[config.mk]
export PLATFORM = sky130hd
export DESIGN_NAME = lsu_frontend
export DESIGN_NICKNAME = d
export VERILOG_FILES = /design/src/rtl/lsu_frontend.sv
export SDC_FILE = /design/constraint.sdc
export NUM_CORES = 1
export LEC_CHECK = 0
export CORE_MARGIN = 4
export CORE_UTILIZATION = 35
export DETAILED_ROUTE_END_ITERATION = 6
export PLACE_DENSITY = 0.72
export SYNTH_ARGS = -nofsm -noshare
export SYNTH_HDL_FRONTEND = slang
export SYNTH_SLANG_ARGS = --single-unit
[constraint.sdc]
create_clock -name clk -period 5.1 [get_ports clk]
set_input_delay 1.02 -clock clk [delete_from_list [all_inputs] [get_ports clk]]
set_output_delay 1.02 -clock clk [all_outputs]
set_load 0.03 [all_outputs]
[src/rtl/lsu_frontend.sv]
// Memory-stage front end: checks one load/store request, drives the LSU until it
// completes or times out, then returns an extended result or an exception to writeback.
module lsu_frontend #(
  parameter int TIMEOUT = 256
) (
  input  logic        clk,
  input  logic        rstn_i,
  input  logic        req_valid_i,
  output logic        req_ready_o,
  input  logic        req_store_i,
  input  logic [2:0]  req_funct3_i,
  input  logic [31:0] req_addr_i,
  input  logic [31:0] req_wdata_i,
  input  logic [4:0]  req_rd_i,
  output logic        lsu_read_o,
  output logic        lsu_write_o,
  output logic [3:0]  lsu_we_o,
  output logic [31:0] lsu_addr_o,
  output logic [31:0] lsu_data_o,
  input  logic [31:0] lsu_data_i,
  input  logic        lsu_valid_i,
  output logic        wb_valid_o,
  input  logic        wb_ready_i,
  output logic        wb_we_o,
  output logic [4:0]  wb_rd_o,
  output logic [31:0] wb_data_o,
  output logic [1:0]  wb_exc_o,
  output logic [31:0] wb_addr_o,
  output logic [1:0]  dbg_state_o
);

  localparam int CW = (TIMEOUT > 2) ? $clog2(TIMEOUT) : 1;
  localparam logic [CW-1:0] CNT_LAST = CW'(TIMEOUT - 1);

  localparam logic [1:0] EXC_OK       = 2'b00;
  localparam logic [1:0] EXC_MISALIGN = 2'b01;
  localparam logic [1:0] EXC_ILLEGAL  = 2'b10;
  localparam logic [1:0] EXC_TIMEOUT  = 2'b11;

  typedef enum logic [1:0] {S_IDLE = 2'd0, S_ACCESS = 2'd1, S_RESP = 2'd2} state_e;

  state_e        state_q;
  logic          store_q;
  logic [2:0]    funct3_q;
  logic [1:0]    off_q;
  logic [CW-1:0] cnt_q;
  logic          lsu_read_q, lsu_write_q;
  logic [3:0]    lsu_we_q;
  logic [31:0]   lsu_addr_q, lsu_data_q;
  logic          wb_valid_q, wb_we_q;
  logic [4:0]    wb_rd_q;
  logic [31:0]   wb_data_q, wb_addr_q;
  logic [1:0]    wb_exc_q;

  logic          illegal_c, misalign_c;
  logic [3:0]    we_c;
  logic [31:0]   sdata_c, ld_shift_c, ld_ext_c;

  // Both handshakes are valid/ready: a transfer happens on an edge where valid and
  // ready are both high; the producer holds valid and its payload stable until then.
  assign req_ready_o = (state_q == S_IDLE);
  assign lsu_read_o  = lsu_read_q;
  assign lsu_write_o = lsu_write_q;
  assign lsu_we_o    = lsu_we_q;
  assign lsu_addr_o  = lsu_addr_q;
  assign lsu_data_o  = lsu_data_q;
  assign wb_valid_o  = wb_valid_q;
  assign wb_we_o     = wb_we_q;
  assign wb_rd_o     = wb_rd_q;
  assign wb_data_o   = wb_data_q;
  assign wb_exc_o    = wb_exc_q;
  assign wb_addr_o   = wb_addr_q;
  assign dbg_state_o = state_q;

  always_comb begin
    illegal_c  = req_store_i ? (req_funct3_i > 3'd2)
                             : (req_funct3_i == 3'd3 || req_funct3_i == 3'd6 || req_funct3_i == 3'd7);
    misalign_c = (req_funct3_i[1:0] == 2'd1 && req_addr_i[0]) ||
                 (req_funct3_i[1:0] == 2'd2 && req_addr_i[1:0] != 2'd0);
    we_c    = 4'b0000;
    sdata_c = req_wdata_i;
    // Replicating the store value fills every lane, so the enabled lanes always hold
    // the correctly shifted bytes whatever the offset.
    case (req_funct3_i[1:0])
      2'd0: begin
        we_c    = 4'b0001 << req_addr_i[1:0];
        sdata_c = {4{req_wdata_i[7:0]}};
      end
      2'd1: begin
        we_c    = 4'b0011 << req_addr_i[1:0];
        sdata_c = {2{req_wdata_i[15:0]}};
      end
      default: begin
        we_c    = 4'b1111;
        sdata_c = req_wdata_i;
      end
    endcase
    ld_shift_c = lsu_data_i >> {off_q, 3'b000};
    case (funct3_q)
      3'd0:    ld_ext_c = {{24{ld_shift_c[7]}}, ld_shift_c[7:0]};
      3'd4:    ld_ext_c = {24'd0, ld_shift_c[7:0]};
      3'd1:    ld_ext_c = {{16{ld_shift_c[15]}}, ld_shift_c[15:0]};
      3'd5:    ld_ext_c = {16'd0, ld_shift_c[15:0]};
      default: ld_ext_c = ld_shift_c;
    endcase
  end

  always_ff @(posedge clk or negedge rstn_i) begin
    if (!rstn_i) begin
      state_q     <= S_IDLE;
      store_q     <= 1'b0;
      funct3_q    <= 3'd0;
      off_q       <= 2'd0;
      cnt_q       <= '0;
      lsu_read_q  <= 1'b0;
      lsu_write_q <= 1'b0;
      lsu_we_q    <= 4'd0;
      lsu_addr_q  <= 32'd0;
      lsu_data_q  <= 32'd0;
      wb_valid_q  <= 1'b0;
      wb_we_q     <= 1'b0;
      wb_rd_q     <= 5'd0;
      wb_data_q   <= 32'd0;
      wb_exc_q    <= EXC_OK;
      wb_addr_q   <= 32'd0;
    end else begin
      case (state_q)
        S_IDLE: begin
          if (req_valid_i) begin
            store_q   <= req_store_i;
            funct3_q  <= req_funct3_i;
            off_q     <= req_addr_i[1:0];
            wb_addr_q <= req_addr_i;
            wb_rd_q   <= req_rd_i;
            wb_data_q <= 32'd0;
            wb_we_q   <= 1'b0;
            if (illegal_c) begin
              state_q    <= S_RESP;
              wb_valid_q <= 1'b1;
              wb_exc_q   <= EXC_ILLEGAL;
            end else if (misalign_c) begin
              state_q    <= S_RESP;
              wb_valid_q <= 1'b1;
              wb_exc_q   <= EXC_MISALIGN;
            end else begin
              state_q     <= S_ACCESS;
              cnt_q       <= '0;
              lsu_read_q  <= !req_store_i;
              lsu_write_q <= req_store_i;
              lsu_we_q    <= req_store_i ? we_c : 4'b0000;
              lsu_addr_q  <= {req_addr_i[31:2], 2'b00};
              lsu_data_q  <= req_store_i ? sdata_c : 32'd0;
            end
          end
        end
        S_ACCESS: begin
          // Completion is checked first so a strobe on the last counted cycle wins.
          if (lsu_valid_i) begin
            state_q     <= S_RESP;
            lsu_read_q  <= 1'b0;
            lsu_write_q <= 1'b0;
            wb_valid_q  <= 1'b1;
            wb_exc_q    <= EXC_OK;
            wb_data_q   <= store_q ? 32'd0 : ld_ext_c;
            wb_we_q     <= !store_q && (wb_rd_q != 5'd0);
          end else if (cnt_q == CNT_LAST) begin
            state_q     <= S_RESP;
            lsu_read_q  <= 1'b0;
            lsu_write_q <= 1'b0;
            wb_valid_q  <= 1'b1;
            wb_exc_q    <= EXC_TIMEOUT;
          end else begin
            cnt_q <= cnt_q + 1'b1;
          end
        end
        S_RESP: begin
          if (wb_ready_i) begin
            state_q    <= S_IDLE;
            wb_valid_q <= 1'b0;
          end
        end
        default: state_q <= S_IDLE;
      endcase
    end
  end

endmodule

==> reports/metrics.yaml <==
hold_class: "flip-flop to flip-flop"
relSlewSlack_pct: 33.1
wirelength_um: 21400
r2r_start: "dbg_state_o[1]"
cts_sinks: 155
crit_chain: "clkdlybuf4s50_1 -> buf_4 -> a221oi_2 -> o21ai_4 -> buf_12 -> mux2_2"
place_inst: 1186
grt_pass1_vias: 6047
yosys_warnings: 0
min_period_ns: 3.21
period_share_pct: 63.0
routedWlPerCell_um: 17.5
antenna_left: 0
ff2ff_path_depth: 5
timing.hold.ws_ns: 0.471
tightest_slew_ns: 1.00
avgSynthCellArea_um2: 10.1
dr.pass1.iters: 4
drt_iter0_drc: 253
route.detailed.drc: 0
cpLargestDelayFamily: "buffers and inverters"
path_buf_inv: 3
cts_tree: "yes"
area_delta_synth_final_pct: 48.0
cts_buffers: 17
path_depth: 6
p_leak_nw: 4.61
m1WireLength_um: 8730
place.gp.congestion: 0.844
synth_edf_count: 0
fmax_mhz: 311
grt_overflow_total: 0
die-area_um2: 22700
wl_met2_um: 10400
viasPerCell: 4.97
wl_met3_um: 1900
async_flop_share_pct: 100
min_from: "wb_addr_o[18]"
fin_worst_skew_ns: 0.00864
vdd_drop_max_uv: 351
powerDensity_nw_per_um2: 657
cp-end-kind: "flip-flop"
status: "completed"
yosys_register_bits: 155
cts_resized: 0
synthCells: 705
core_area_um2: 19700
clk_pin_slew_ns: 0.06
cts_setup_buffers: 0
tns_ns: 0
placementRows: 51
chipHeight_um: 151
drv_slew: 0
min_path_cells: 2
cts_root_buf: "clkbuf_16"
rr_endpoint: "wb_data_o[31]"
numPortBuffers: 253
cts_hold_buf: 0
top_layer_used: "met4"
num_vias: 6054
seq_area_frac_synth_pct: 54.5
min_delay_worst_endpoint: "wb_addr_o[18]"
regArea_um2: 3880
die-width_um: 151
antenna_cells: 0
crit_path_max_incr_delay_ns: 0.77
rrSetupSlack_ns: 2.55
io_pins: 256
grt_pass1_wl_um: 33400
clock_latency_ns: 0.41
hpwl_um: 15300
grtUsageTotal_pct: 18.8
stdcell_count: 1218
hold_violations: 0
cp.required_ns: 5.40
layout-drive-gt1-share_pct: 11.8
syn-cell-area_um2: 7120
nets: 1051
synth_cell_types: 44
multiInputGateArea_um2: 3030
startpoint_type: "primary input"
ys_top_cells_by_area: "dfrtp_1 54%, nand2_1 12%, mux2_2 8.4%"
netlist.area_leader.share_pct: 54.5
drv_cap: 0
h-tree-depth: 4
synth_area_leader_cell: "dfrtp_1"
arrival_ns: 3.51
setup_viol: 0
cts.path.max_buffers: 2
crit_type: "primary input to flip-flop"
start_util_pct: 36.1
grt_setup_unrepaired: "false"
ys.flop_type: "dfrtp_1"
grt_max_degree: 70
antenna_found_initial: 0
fillerInstances: 1779
cp_slowest_cell: "o21ai_4"
crit_fanout: 69
-- synth_stat cells, types with 3 or more instances --
cell type / n
mux2_2: 53
nand2_1: 225
inv_1: 4
dfrtp_1: 155
buf_2: 12
mux2_1: 4
o2bb2ai_1: 7
a21oi_1: 23
or2_2: 3
a221o_1: 15
nor4_2: 3
nor3b_2: 3
o21ai_0: 64
nand3_1: 5
a211oi_1: 6
clkbuf_1: 30
nand2b_1: 8
nor2b_1: 5
nor2_1: 17
mux2i_1: 31
-- layout make-up --
cell class	count	area share (%)
Tap cell	265	3.15
Clock buffer	21	4.37
Inverter	4	0.143
Multi-Input combinational cell	498	28.8
Sequential cell	155	36.8
Timing Repair Buffer	264	25.0
Clock inverter	11	1.82
-- layout by cell type, fill, tap and decap left out, types with 2 or more instances in the layout --
| cell | netlist | routed |
|---|---|---|
| a211oi_1 | 6 | 6 |
| a21oi_1 | 23 | 22 |
| a221o_1 | 15 | 15 |
| a32o_1 | 2 | 2 |
| and3_1 | 2 | 2 |
| buf_4 | 2 | 10 |
| bufinv_16 | 0 | 5 |
| clkbuf_1 | 30 | 2 |
| clkbuf_16 | 0 | 17 |
| clkbuf_8 | 0 | 2 |
| clkdlybuf4s50_1 | 0 | 252 |
| clkinv_2 | 0 | 2 |
| clkinvlp_4 | 0 | 3 |
| conb_1 | 1 | 2 |
| dfrtp_1 | 155 | 155 |
| inv_1 | 4 | 4 |
| mux2_1 | 4 | 4 |
| mux2_2 | 53 | 53 |
| mux2i_1 | 31 | 31 |
| mux4_2 | 2 | 2 |
| nand2_1 | 225 | 224 |
| nand2b_1 | 8 | 8 |
| nand3_1 | 5 | 5 |
| nor2_1 | 17 | 17 |
| nor2b_1 | 5 | 5 |
| nor3_1 | 2 | 2 |
| nor3b_2 | 3 | 2 |
| nor4_2 | 3 | 3 |
| o21ai_0 | 64 | 64 |
| o21bai_1 | 2 | 2 |
| o2bb2ai_1 | 7 | 7 |
| or2_2 | 3 | 3 |
-- metrics by stage --
stage	setup slack, ns	instance area (um^2)	util (%)	power [mW]
6_report	1.89	10500	53.4	6.93
5_1_grt	1.72	10500	53.4	7.33
4_1_cts	1.90	10500	53.4	7.01
3_5_place_dp	1.43	9880	50.1	5.57
3_3_place_gp	1.47	9880	50.1	5.53
2_1_floorplan	2.62	7120	-	4.07
-- tightest hold or removal path, stage by stage (launching register included) --
cell	delay, ns
dfrtp_1	0.34
nand2_1	0.05
nand2_1	0.05
-- routing by layer --
| layer | global-route usage [%] | up-vias |
|---|---|---|
| li1 | - | 2876 |
| met1 | 24.1 | 2932 |
| met2 | 30.7 | 217 |
| met3 | 5.78 | 29 |
| met4 | 5.53 | 0 |
| met5 | 0 | - |
-- logic make-up (layout without fill, tap and decap cells) --
group / count (synthesis) / count (layout) / share of synthesized area, %
AOI/OAI and AO/OA: 126 / 126 / 11.2
adders and majority gates: 1 / 1 / 0.176
buffers and inverters: 53 / 300 / 3.34
DFF: 155 / 155 / 54.5
muxes: 90 / 90 / 14.0
other: 1 / 2 / 0.0527
and+or+nand+nor: 279 / 279 / 16.8
-- power breakdown --
group,switching [mW],internal [mW]
combinational,2.01,1.41
sequential,0.341,1.76
clock,0.509,0.895
total,2.86,4.07
-- worst max path at each step --
| stage | from | to | slack [ns] |
|---|---|---|---|
| 2_1_floorplan | req_funct3_i[0] | lsu_addr_o[27] | 2.62 |
| 3_3_place_gp | req_funct3_i[1] | lsu_addr_o[22] | 1.47 |
| 3_5_place_dp | req_funct3_i[1] | lsu_addr_o[18] | 1.43 |
| 4_1_cts | req_funct3_i[1] | lsu_addr_o[18] | 1.90 |
| 5_1_grt | req_funct3_i[1] | lsu_addr_o[18] | 1.72 |
| 6_report | req_funct3_i[1] | lsu_addr_o[18] | 1.89 |
-- state kept, by name (all words and copies together) (netlist names), 2 cells and up --
name and count:
wb_exc_o 2, lsu_addr_o 30, wb_addr_o 31, cnt_q 8, lsu_we_o 4, lsu_data_o 32, dbg_state_o 2, wb_data_o 32
wb_rd_o 5, funct3_q 3
(Power assumes the default switching activity.)
